$ cat config.mk
export PLATFORM = sky130hd
export DESIGN_NAME = lighthouse_bmc_decoder
export DESIGN_NICKNAME = d
export VERILOG_FILES = /design/src/rtl/lighthouse_bmc_decoder.sv
export SDC_FILE = /design/constraint.sdc
export NUM_CORES = 1
export LEC_CHECK = 0
export ABC_AREA = 1
export BUFFER_PORTS_ARGS = -buffer_cell sky130_fd_sc_hd__clkbuf_2
export CORE_ASPECT_RATIO = 0.8
export CORE_MARGIN = 8
export CORE_UTILIZATION = 35
export DETAILED_ROUTE_END_ITERATION = 6
export MAX_ROUTING_LAYER = met4
export PLACE_DENSITY = 0.6
export SYNTH_ARGS = -nofsm -noshare
export SYNTH_HDL_FRONTEND = slang
export SYNTH_SLANG_ARGS = --single-unit
$ cat constraint.sdc
create_clock -name clk_12MHz -period 3.95 [get_ports clk_12MHz]
set_clock_uncertainty 0.2 [all_clocks]
set_input_delay 0.395 -clock clk_12MHz [delete_from_list [all_inputs] [get_ports clk_12MHz]]
set_output_delay 0.395 -clock clk_12MHz [all_outputs]
set_load 0.05 [all_outputs]
$ cat src/rtl/lighthouse_bmc_decoder.sv
// Lighthouse TS4231 front end: timestamps each light hit and decodes its 17-bit biphase-mark payload.
// Optional feature macro LIGHTHOUSE_ERROR_COUNT_EN adds a saturating decode-error counter output.
module lighthouse_bmc_decoder #(
  parameter int SHORT_MAX = 3,
  parameter int LONG_MAX  = 6,
  parameter int NBITS     = 17
) (
  input  logic             clk_12MHz,
  input  logic             reset,
  input  logic             envelope,
  input  logic             data_in,
  input  logic             reset_decoder,
  output logic             data_availible,
  output logic [NBITS-1:0] decoded_data,
  output logic [23:0]      timestamp_last_data
`ifdef LIGHTHOUSE_ERROR_COUNT_EN
  ,
  output logic [7:0]       error_count
`endif
);

  localparam int IW = $clog2(LONG_MAX + 2);
  localparam int BW = $clog2(NBITS + 1);
  localparam logic [IW-1:0] INT_SAT   = IW'(LONG_MAX + 1);
  localparam logic [IW:0]   SHORT_LIM = (IW+1)'(SHORT_MAX);
  localparam logic [IW:0]   LONG_LIM  = (IW+1)'(LONG_MAX);
  localparam logic [BW-1:0] LAST_BIT  = BW'(NBITS - 1);

  typedef enum logic [2:0] {
    IDLE,
    SYNC,
    DECODE,
    DONE,
    WAIT_ENV_END
  } state_t;

  state_t state, state_next;

  logic [2:0]       env_sync, dat_sync;
  logic             env_hi, env_fall, data_edge;
  logic [23:0]      ts_cnt, ts_pending;
  logic [IW-1:0]    int_cnt;
  logic [IW:0]      interval;
  logic [BW-1:0]    bit_cnt;
  logic             half_pending;
  logic [NBITS-1:0] shift_reg, shift_next;
  logic             is_short, is_long, bit_done, decode_err;

  // Bits [1:0] are the two-stage synchroniser; bit [2] is the previous synchronised level for edge detection.
  always_ff @(posedge clk_12MHz or posedge reset) begin
    if (reset) begin
      env_sync <= '0;
      dat_sync <= '0;
    end else begin
      // NOTE: sequential state uses non-blocking assignments so every flop samples pre-edge values.
      env_sync <= {env_sync[1:0], envelope};
      dat_sync <= {dat_sync[1:0], data_in};
    end
  end

  assign env_hi    = env_sync[1];
  assign env_fall  = env_sync[2] & ~env_sync[1];
  assign data_edge = env_sync[0] ^ env_sync[0] ^ (dat_sync[2] ^ dat_sync[1]);

  // Interval in cycles since the previous data edge (counter is cleared in the edge cycle).
  assign interval   = {1'b0, int_cnt} + (IW+1)'(1);
  assign shift_next = {shift_reg[NBITS-2:0], is_short};

  always_comb begin
    // NOTE: every output of a combinational block gets a default first, so no latch is inferred.
    is_short   = 1'b0;
    is_long    = 1'b0;
    bit_done   = 1'b0;
    decode_err = 1'b0;
    is_short   = (interval <= SHORT_LIM);
    is_long    = (interval > SHORT_LIM) && (interval <= LONG_LIM);
    bit_done   = data_edge && ((is_short && half_pending) || (is_long && !half_pending));
    if (data_edge) begin
      decode_err = !(is_short || (is_long && !half_pending));
    end else begin
      decode_err = (int_cnt == INT_SAT) || env_hi;
    end
  end

  // FSM: state register
  always_ff @(posedge clk_12MHz or posedge reset) begin
    if (reset) begin
      state <= IDLE;
    end else begin
      state <= state_next;
    end
  end

  // FSM: next-state logic; a data edge wins over a simultaneous envelope release.
  always_comb begin
    state_next = state;
    case (state)
      IDLE:         if (env_fall) state_next = SYNC;
      SYNC: begin
        if (data_edge)   state_next = DECODE;
        else if (env_hi) state_next = IDLE;
      end
      DECODE: begin
        if (decode_err)                          state_next = WAIT_ENV_END;
        else if (bit_done && bit_cnt == LAST_BIT) state_next = DONE;
      end
      DONE:         if (reset_decoder) state_next = WAIT_ENV_END;
      WAIT_ENV_END: if (env_hi) state_next = IDLE;
      default:      state_next = IDLE;
    endcase
  end

  // FSM: outputs
  always_comb begin
    data_availible = (state == DONE);
  end

  always_ff @(posedge clk_12MHz or posedge reset) begin
    if (reset) begin
      ts_cnt              <= '0;
      ts_pending          <= '0;
      int_cnt             <= '0;
      bit_cnt             <= '0;
      half_pending        <= 1'b0;
      shift_reg           <= '0;
      decoded_data        <= '0;
      timestamp_last_data <= '0;
    end else begin
      ts_cnt <= ts_cnt + 24'd1;

      if (data_edge) begin
        int_cnt <= '0;
      end else if (int_cnt != INT_SAT) begin
        int_cnt <= int_cnt + IW'(1);
      end

      if (state == IDLE && env_fall) begin
        ts_pending   <= ts_cnt;
        bit_cnt      <= '0;
        half_pending <= 1'b0;
      end

      if (state == DECODE && data_edge && !decode_err) begin
        if (!bit_done) begin
          half_pending <= 1'b1;
        end else begin
          half_pending <= 1'b0;
          shift_reg    <= shift_next;
          bit_cnt      <= bit_cnt + BW'(1);
          // Result registers change only on a completed frame, so errors leave them untouched.
          if (bit_cnt == LAST_BIT) begin
            decoded_data        <= shift_next;
            timestamp_last_data <= ts_pending;
          end
        end
      end
    end
  end

`ifdef LIGHTHOUSE_ERROR_COUNT_EN
  always_ff @(posedge clk_12MHz or posedge reset) begin
    if (reset) begin
      error_count <= '0;
    end else if (state == DECODE && decode_err && error_count != 8'hFF) begin
      error_count <= error_count + 8'd1;
    end
  end
`endif

endmodule
==> results.py, run 1 <==
metrics = {
    "status": {
        "status": "complete, no violations",
    },
    "sta": {
        "worst_pin_slew_ps": 836,
        "finalHoldViolations": 0,
        "period_minus_slack_ps": 2600,
        "grt_setup_unrepaired": "no",
        "fmaxAchievable_mhz": 385,
        "tns_ps": 0,
        "slew_violations": 0,
        "fin_crit_sh_pct": 65.8,
        "relSlewSlack_pct": 44.1,
        "finalSetupViolCount": 0,
    },
    "global_route": {
        "grt_pass1_vias": 3622,
        "grt_max_degree": 124,
        "grt_pass1_wl_um": 18000,
        "antenna_found_initial": 0,
        "grt_util_all_layers_pct": 11.9,
        "grt_overflow_total": 0,
    },
    "yosys": {
        "ys_top_cells_by_area": "dfrtp_1 59%, nand2_1 11%, inv_1 4.4%, o21ai_0 4.1%, xor2_1 3.2%",
        "synth_top_area_cell": "dfrtp_1",
        "synth-seq-cells": 123,
        "avgSynthCellArea_um2": 9.30,
        "ys_warn_count": 0,
        "synth-async-reset-ratio_pct": 100,
        "synthCells": 560,
        "synth_edf_count": 0,
        "synth_top_area_share_pct": 59.1,
        "synth_cell_types": 32,
        "syn-num-nets": 571,
        "synth-seq-area-share_pct": 59.1,
        "netlist_area_mm2": 0.00521,
        "synth-main-ff-cell": "dfrtp_1",
    },
    "critical_path": {
        "worstSetupEndpointType": "flip-flop",
        "r2r_slack_ps": 1350,
        "regToRegStartpoint": "int_cnt[0]",
        "crit_arrival_ps": 2700,
        "cp.required_ps": 4050,
        "reg2regPathDepth": 10,
        "path_class": "flip-flop to flip-flop",
        "rr_endpoint": "shift_reg[2]",
        "worstPathMaxFanout": 35,
        "setup.worst_path.start_class": "flip-flop",
    },
    "finish": {
        "drive_gt1_share_pct": 16.4,
        "nets": 625,
        "final_area_mm2": 0.00622,
        "reg.largest.list": "timestamp_last_data: 24 flops, ts_cnt: 24 flops, ts_pending: 24 flops",
        "nFillCells": 1429,
        "diodes": 0,
        "area_delta_synth_final_pct": 19.4,
        "stdcell_count": 816,
    },
    "power": {
        "power_frac_seq_pct": 42.6,
        "ir_drop_mv": 0.230,
        "power.switching_uw": 848,
        "p_comb_share_pct": 10.9,
        "powerDensity_mw_per_mm2": 536,
        "clock_power_share_pct": 46.5,
        "p_leak_nw": 3.16,
        "intPower_mw": 2.48,
        "netSwitchingFraction_pct": 25.5,
    },
    "floorplanning": {
        "die_h_um": 125,
        "start_util_pct": 35.3,
        "io_pins": 47,
        "die_width_um": 152,
        "row_count": 40,
        "core_area_mm2": 0.0148,
        "die_area_mm2": 0.0191,
    },
    "hold_path": {
        "hp-start": "reset_decoder",
        "whs_path_depth": 3,
        "min_path_type": "primary input to flip-flop",
        "holdPathEnd": "state[0]",
    },
    "detailed_routing": {
        "post-route-drc-count": 0,
        "vias_per_cell": 4.51,
        "wire_per_inst_um": 12.5,
        "wirelength_um": 10200,
        "antenna_left": 0,
        "drt_pre_antenna_iters": 4,
        "num_vias": 3678,
        "first_iter_violations": 244,
    },
    "cts": {
        "clk_pin_slew_worst_paths_ps": 50,
        "insertion_delay_ps": 410,
        "clockBufferDepth": 2,
        "cts_buffers": 17,
        "ctsRootBufferMaster": "clkbuf_16",
        "cts_setup_buffers": 0,
        "clock-sinks": 123,
        "htree_num_levels": 4,
        "tritoncts": "built",
    },
    "placement": {
        "place_hpwl_um": 6910,
        "gp_congestion": 0.824,
        "placedCellCount": 781,
        "placed_cell_area_mm2": 0.00558,
        "io_buffers": 46,
    },
    "flow_run": {
        "drv_cap": 0,
    },
}
critical path, stage by stage (launching register included):
cell and delay, ps:
dfrtp_1 420, ha_1 220, ha_1 270, inv_1 60
nor2_1 90, nand3_1 130, nand2_1 100, nand2_1 70
inv_2 110, nand3_2 460, o21ai_0 360
worst max-delay path by stage:
stage,from,endpoint,slack [ps],cells past startpoint
6_report,int_cnt[0],shift_reg[2],1350,10
5_1_grt,int_cnt[0],shift_reg[15],1040,10
4_1_cts,int_cnt[0],shift_reg[15],1340,10
3_5_place_dp,int_cnt[0],shift_reg[15],1330,10
3_3_place_gp,int_cnt[0],shift_reg[1],1470,11
2_1_floorplan,reset,bit_cnt[0],80,1
repair_timing:
action / 4_1_cts / 5_1_grt
gates resized for setup: 0 / 0
hold endpoints to repair: 125 / 0
hold buffers: 3 / 0
setup endpoints to repair: 0 / 0
cell families after synthesis:
group / Yosys count / share of synthesized area (%)
buffers and inverters: 80 / 7.04
AND/OR/NAND/NOR: 253 / 21.3
XOR/XNOR: 22 / 3.70
adder cells (fa/ha/maj): 6 / 1.44
flip-flops: 123 / 59.1
AO/OA/AOI/OAI: 76 / 7.45
cell type report:
class,count,area (um^2),share of cell area (%)
inverter,64,243,3.90
clock inverter,10,113,1.81
clock buffer,22,494,7.95
multi-input combinational,357,1770,28.4
tap,189,236,3.80
sequential,123,3080,49.5
timing repair buffer,51,288,4.63
cells in the mapped netlist (4+ instances only):
library cell  number
dfrtp_1          123
o21ai_0           43
a21oi_1           22
nand3_1           21
nor2_4             4
nor3_1            10
nand2_1          156
buf_6              8
nor2_1            42
nor2_2             4
o21ai_1            8
inv_1             61
clkbuf_1           5
ha_1               6
xor2_1            19
stage by stage:
stage                     worst slack, ps  hold slack, ps  power, mW  utilization (%)
after floorplan                      84.1             131       1.71                -
after global placement               1470             132       1.79             37.8
after detailed placement             1330             140       1.80             37.8
after CTS                            1340            90.2       3.38             42.1
after global routing                 1040             134       3.50             42.1
final                                1350             108       3.33             42.1
layer usage:
layer | vias up | track usage, % | routed length, um
li1 | 1877 | - | -
met1 | 1716 | 15.6 | 5190
met2 | 75 | 15.7 | 4170
met3 | 10 | 4.61 | 685
met4 | 0 | 5.40 | 129
met5 | - | - | 0
power by group through the flow:
stage,Clock [mW],Combinational [mW],Sequential (mW)
2_1_floorplan,0,0.288,1.43
3_3_place_gp,0,0.349,1.44
3_5_place_dp,0,0.364,1.44
4_1_cts,1.59,0.369,1.42
5_1_grt,1.65,0.425,1.43
6_report,1.55,0.363,1.42
placed cells by master, fill, tap and decap left out, types with 2 or more instances in the layout:
master and instances:
inv_2 3, nor3_1 10, clkinv_2 4, clkbuf_16 17
dlygate4sd3_1 3, inv_1 60, bufinv_16 2, clkinvlp_4 2
nand3_2 3, clkbuf_2 46, xnor2_1 3, nor2_4 4
nand2_2 2, clkbuf_8 5, ha_1 6, nor4_1 2
o21ai_0 43, nand3_1 21, nand2_1 155, nor2_1 42
xor2_1 19, a21oi_1 22, o21ai_1 8, dfrtp_1 123
nor3_2 2, nand4_1 3, nor2_2 4
Note: power is estimated with default switching activity, not from simulation.
==> run 2, diff against run 1 <==
--- a/config.mk
+++ b/config.mk
@@ -12,7 +12,7 @@
 export CORE_UTILIZATION = 35
 export DETAILED_ROUTE_END_ITERATION = 6
 export MAX_ROUTING_LAYER = met4
-export PLACE_DENSITY = 0.6
+export PLACE_DENSITY = 0.58
 export SYNTH_ARGS = -nofsm -noshare
 export SYNTH_HDL_FRONTEND = slang
 export SYNTH_SLANG_ARGS = --single-unit
==> constraint.sdc (replaced) <==
create_clock -name clk_12MHz -period 2.4 [get_ports clk_12MHz]
set_clock_uncertainty 0.2 [all_clocks]
set_input_delay 0.24 -clock clk_12MHz [delete_from_list [all_inputs] [get_ports clk_12MHz]]
set_output_delay 0.24 -clock clk_12MHz [all_outputs]
set_load 0.05 [all_outputs]
==> run 2 against run 1 <==
Against the previous run:
- first-iteration DRC count is 26% lower
- clock power is 82% higher
- via count is 3.9% higher
- design area is 4.8% higher
- flip-flop and latch count stayed put
- wire length is 10% higher
- core utilization is 2.0 points higher
- clock-buffer cell count is 2 higher
- worst setup slack worse by 1200 ps
- highest routed layer unchanged
==> results.py, run 2 (synthesized netlist as in run 1, its figures left out) <==
metrics = {
    "sta": {
        "hold_slack_ps": 151,
        "relSlewSlack_pct": 70.7,
        "worst_pin_slew_ps": 438,
        "finalSetupViolCount": 0,
        "finalHoldViolations": 0,
        "fin_crit_sh_pct": 95.4,
        "fmaxAchievable_mhz": 437,
        "slew_violations": 0,
        "worst_slack_ps": 110,
        "period_minus_slack_ps": 2290,
        "tns_ps": 0,
    },
    "critical_path": {
        "regToRegStartpoint": "int_cnt[1]",
        "cp_top_family": "simple AND/OR/NAND/NOR gates",
        "crit_arrival_ps": 2390,
        "rr_endpoint": "decoded_data[15]",
        "crit_path_end": "decoded_data[15]",
        "crit_chain": "ha_2 -> ha_1 -> inv_1 -> nor2_2 -> nand3_2 -> nand3_2 -> nand3_4 -> nor2_4 -> buf_12 -> buf_12 -> buf_6 -> a21oi_1",
        "cp.required_ps": 2500,
        "setup.worst_path.start_class": "flip-flop",
        "max_stage_delay_ps": 410,
        "worstPathMaxFanout": 11,
        "startpoint": "int_cnt[1]",
        "path_depth": 12,
        "path_class": "flip-flop to flip-flop",
        "crit_path_top_delay_cell": "dfrtp_1",
        "r2r_slack_ps": 110,
        "reg2regPathDepth": 12,
        "worst-path-buf-inv": 4,
        "worstSetupEndpointType": "flip-flop",
    },
    "finish": {
        "nets": 639,
        "area_delta_synth_final_pct": 25.1,
        "final_common_cell": "nand2_1",
        "drive_gt1_share_pct": 18.4,
        "diodes": 0,
        "nFillCells": 1391,
        "reg.largest.list": "timestamp_last_data: 24 flops, ts_cnt: 24 flops, ts_pending: 24 flops",
        "final_area_mm2": 0.00652,
        "stdcell_count": 829,
        "layout_common_cells": "155 x nand2_1, 123 x dfrtp_1, 60 x inv_1",
        "final_core_util_pct": 44.1,
    },
    "power": {
        "p_total_mw": 5.79,
        "powerDensity_mw_per_mm2": 888,
        "ir_drop_mv": 0.455,
        "p_leak_nw": 3.28,
    },
    "cts": {
        "clockBufferDepth": 2,
        "htree_num_levels": 4,
        "ctsRootBufferMaster": "clkbuf_16",
        "insertion_delay_ps": 420,
        "clk_pin_slew_worst_paths_ps": 60,
        "cts_buffers": 17,
        "clock-sinks": 123,
        "tritoncts": "built",
    },
    "hold_path": {
        "min_path_type": "flip-flop to flip-flop",
        "hp-start": "dat_sync[0]",
    },
    "global_route": {
        "grt_overflow_total": 0,
        "grt_util_all_layers_pct": 12.4,
        "grt_pass1_vias": 3746,
        "grt_max_degree": 48,
        "grt_pass1_wl_um": 18600,
        "antenna_found_initial": 0,
    },
    "placement": {
        "place_hpwl_um": 7360,
        "gp_congestion": 0.844,
        "placed_cell_area_mm2": 0.00568,
        "dp_slack_ps": 17.9,
        "placedCellCount": 787,
        "io_buffers": 46,
    },
    "detailed_routing": {
        "drt_pre_antenna_iters": 4,
        "wire_per_inst_um": 13.5,
        "antenna_left": 0,
        "vias_per_cell": 4.61,
        "wirelength_um": 11200,
        "num_vias": 3821,
        "post-route-drc-count": 0,
        "first_iter_violations": 180,
    },
    "floorplanning": {
        "core_area_mm2": 0.0148,
        "row_count": 40,
        "die_width_um": 152,
        "io_pins": 47,
        "start_util_pct": 35.3,
        "die_h_um": 125,
        "die_area_mm2": 0.0191,
    },
    "status": {
        "status": "complete, no violations",
    },
    "flow_run": {
        "drv_cap": 0,
    },
}
[run 2: cell count changes in the layout (fill, tap and decap cells not counted), sizes merged, moves of 2 or more]
| cell | change |
|---|---|
| bufinv | +3 |
| clkbuf | +4 |
| inv | -2 |
| clkinv | -3 |
| buf | +11 |
[run 2: how the worst min path moves through the flow]
| stage | end | slack [ps] | depth (start not counted) |
|---|---|---|---|
| 2_1_floorplan | dat_sync[0] | 70 | 0 |
| 3_3_place_gp | int_cnt[1] | 50 | 2 |
| 3_5_place_dp | timestamp_last_data[21] | 60 | 2 |
| 4_1_cts | dat_sync[1] | 150 | 0 |
| 5_1_grt | dat_sync[1] | 160 | 0 |
| 6_report | dat_sync[1] | 150 | 0 |
[run 2: layout make-up]
cell class	count	area, um^2	share of cell area (%)
inverters	64	249	3.82
repair buffers	65	509	7.81
well taps	189	236	3.63
clock buffers	24	492	7.54
multi-input cells	357	1790	27.5
clock inverters	7	160	2.46
flip-flops and latches	123	3080	47.2
[run 2: where the power goes]
group	total (mW)	leakage, nW	switching (mW)	internal [mW]
sequential	2.33	1.66	0.0887	2.24
combinational	0.637	1.30	0.423	0.215
clock	2.82	0.320	0.877	1.94
total	5.79	3.28	1.39	4.40
[run 2: repair_timing]
action | 4_1_cts | 5_1_grt
setup buffers | 0 | 4
hold endpoints to repair | 126 | 0
pin swaps | 0 | 2
gates resized for setup | 1 | 7
setup endpoints to repair | 4 | 62
gates cloned | 0 | 3
hold buffers | 4 | 0
[run 2: metal layers]
metal,vias to the layer above,global-route usage [%],routed length [um]
met5,-,-,0
met4,0,5.34,187
met3,16,4.13,700
met2,89,17.3,4810
met1,1815,16.1,5530
li1,1901,-,-
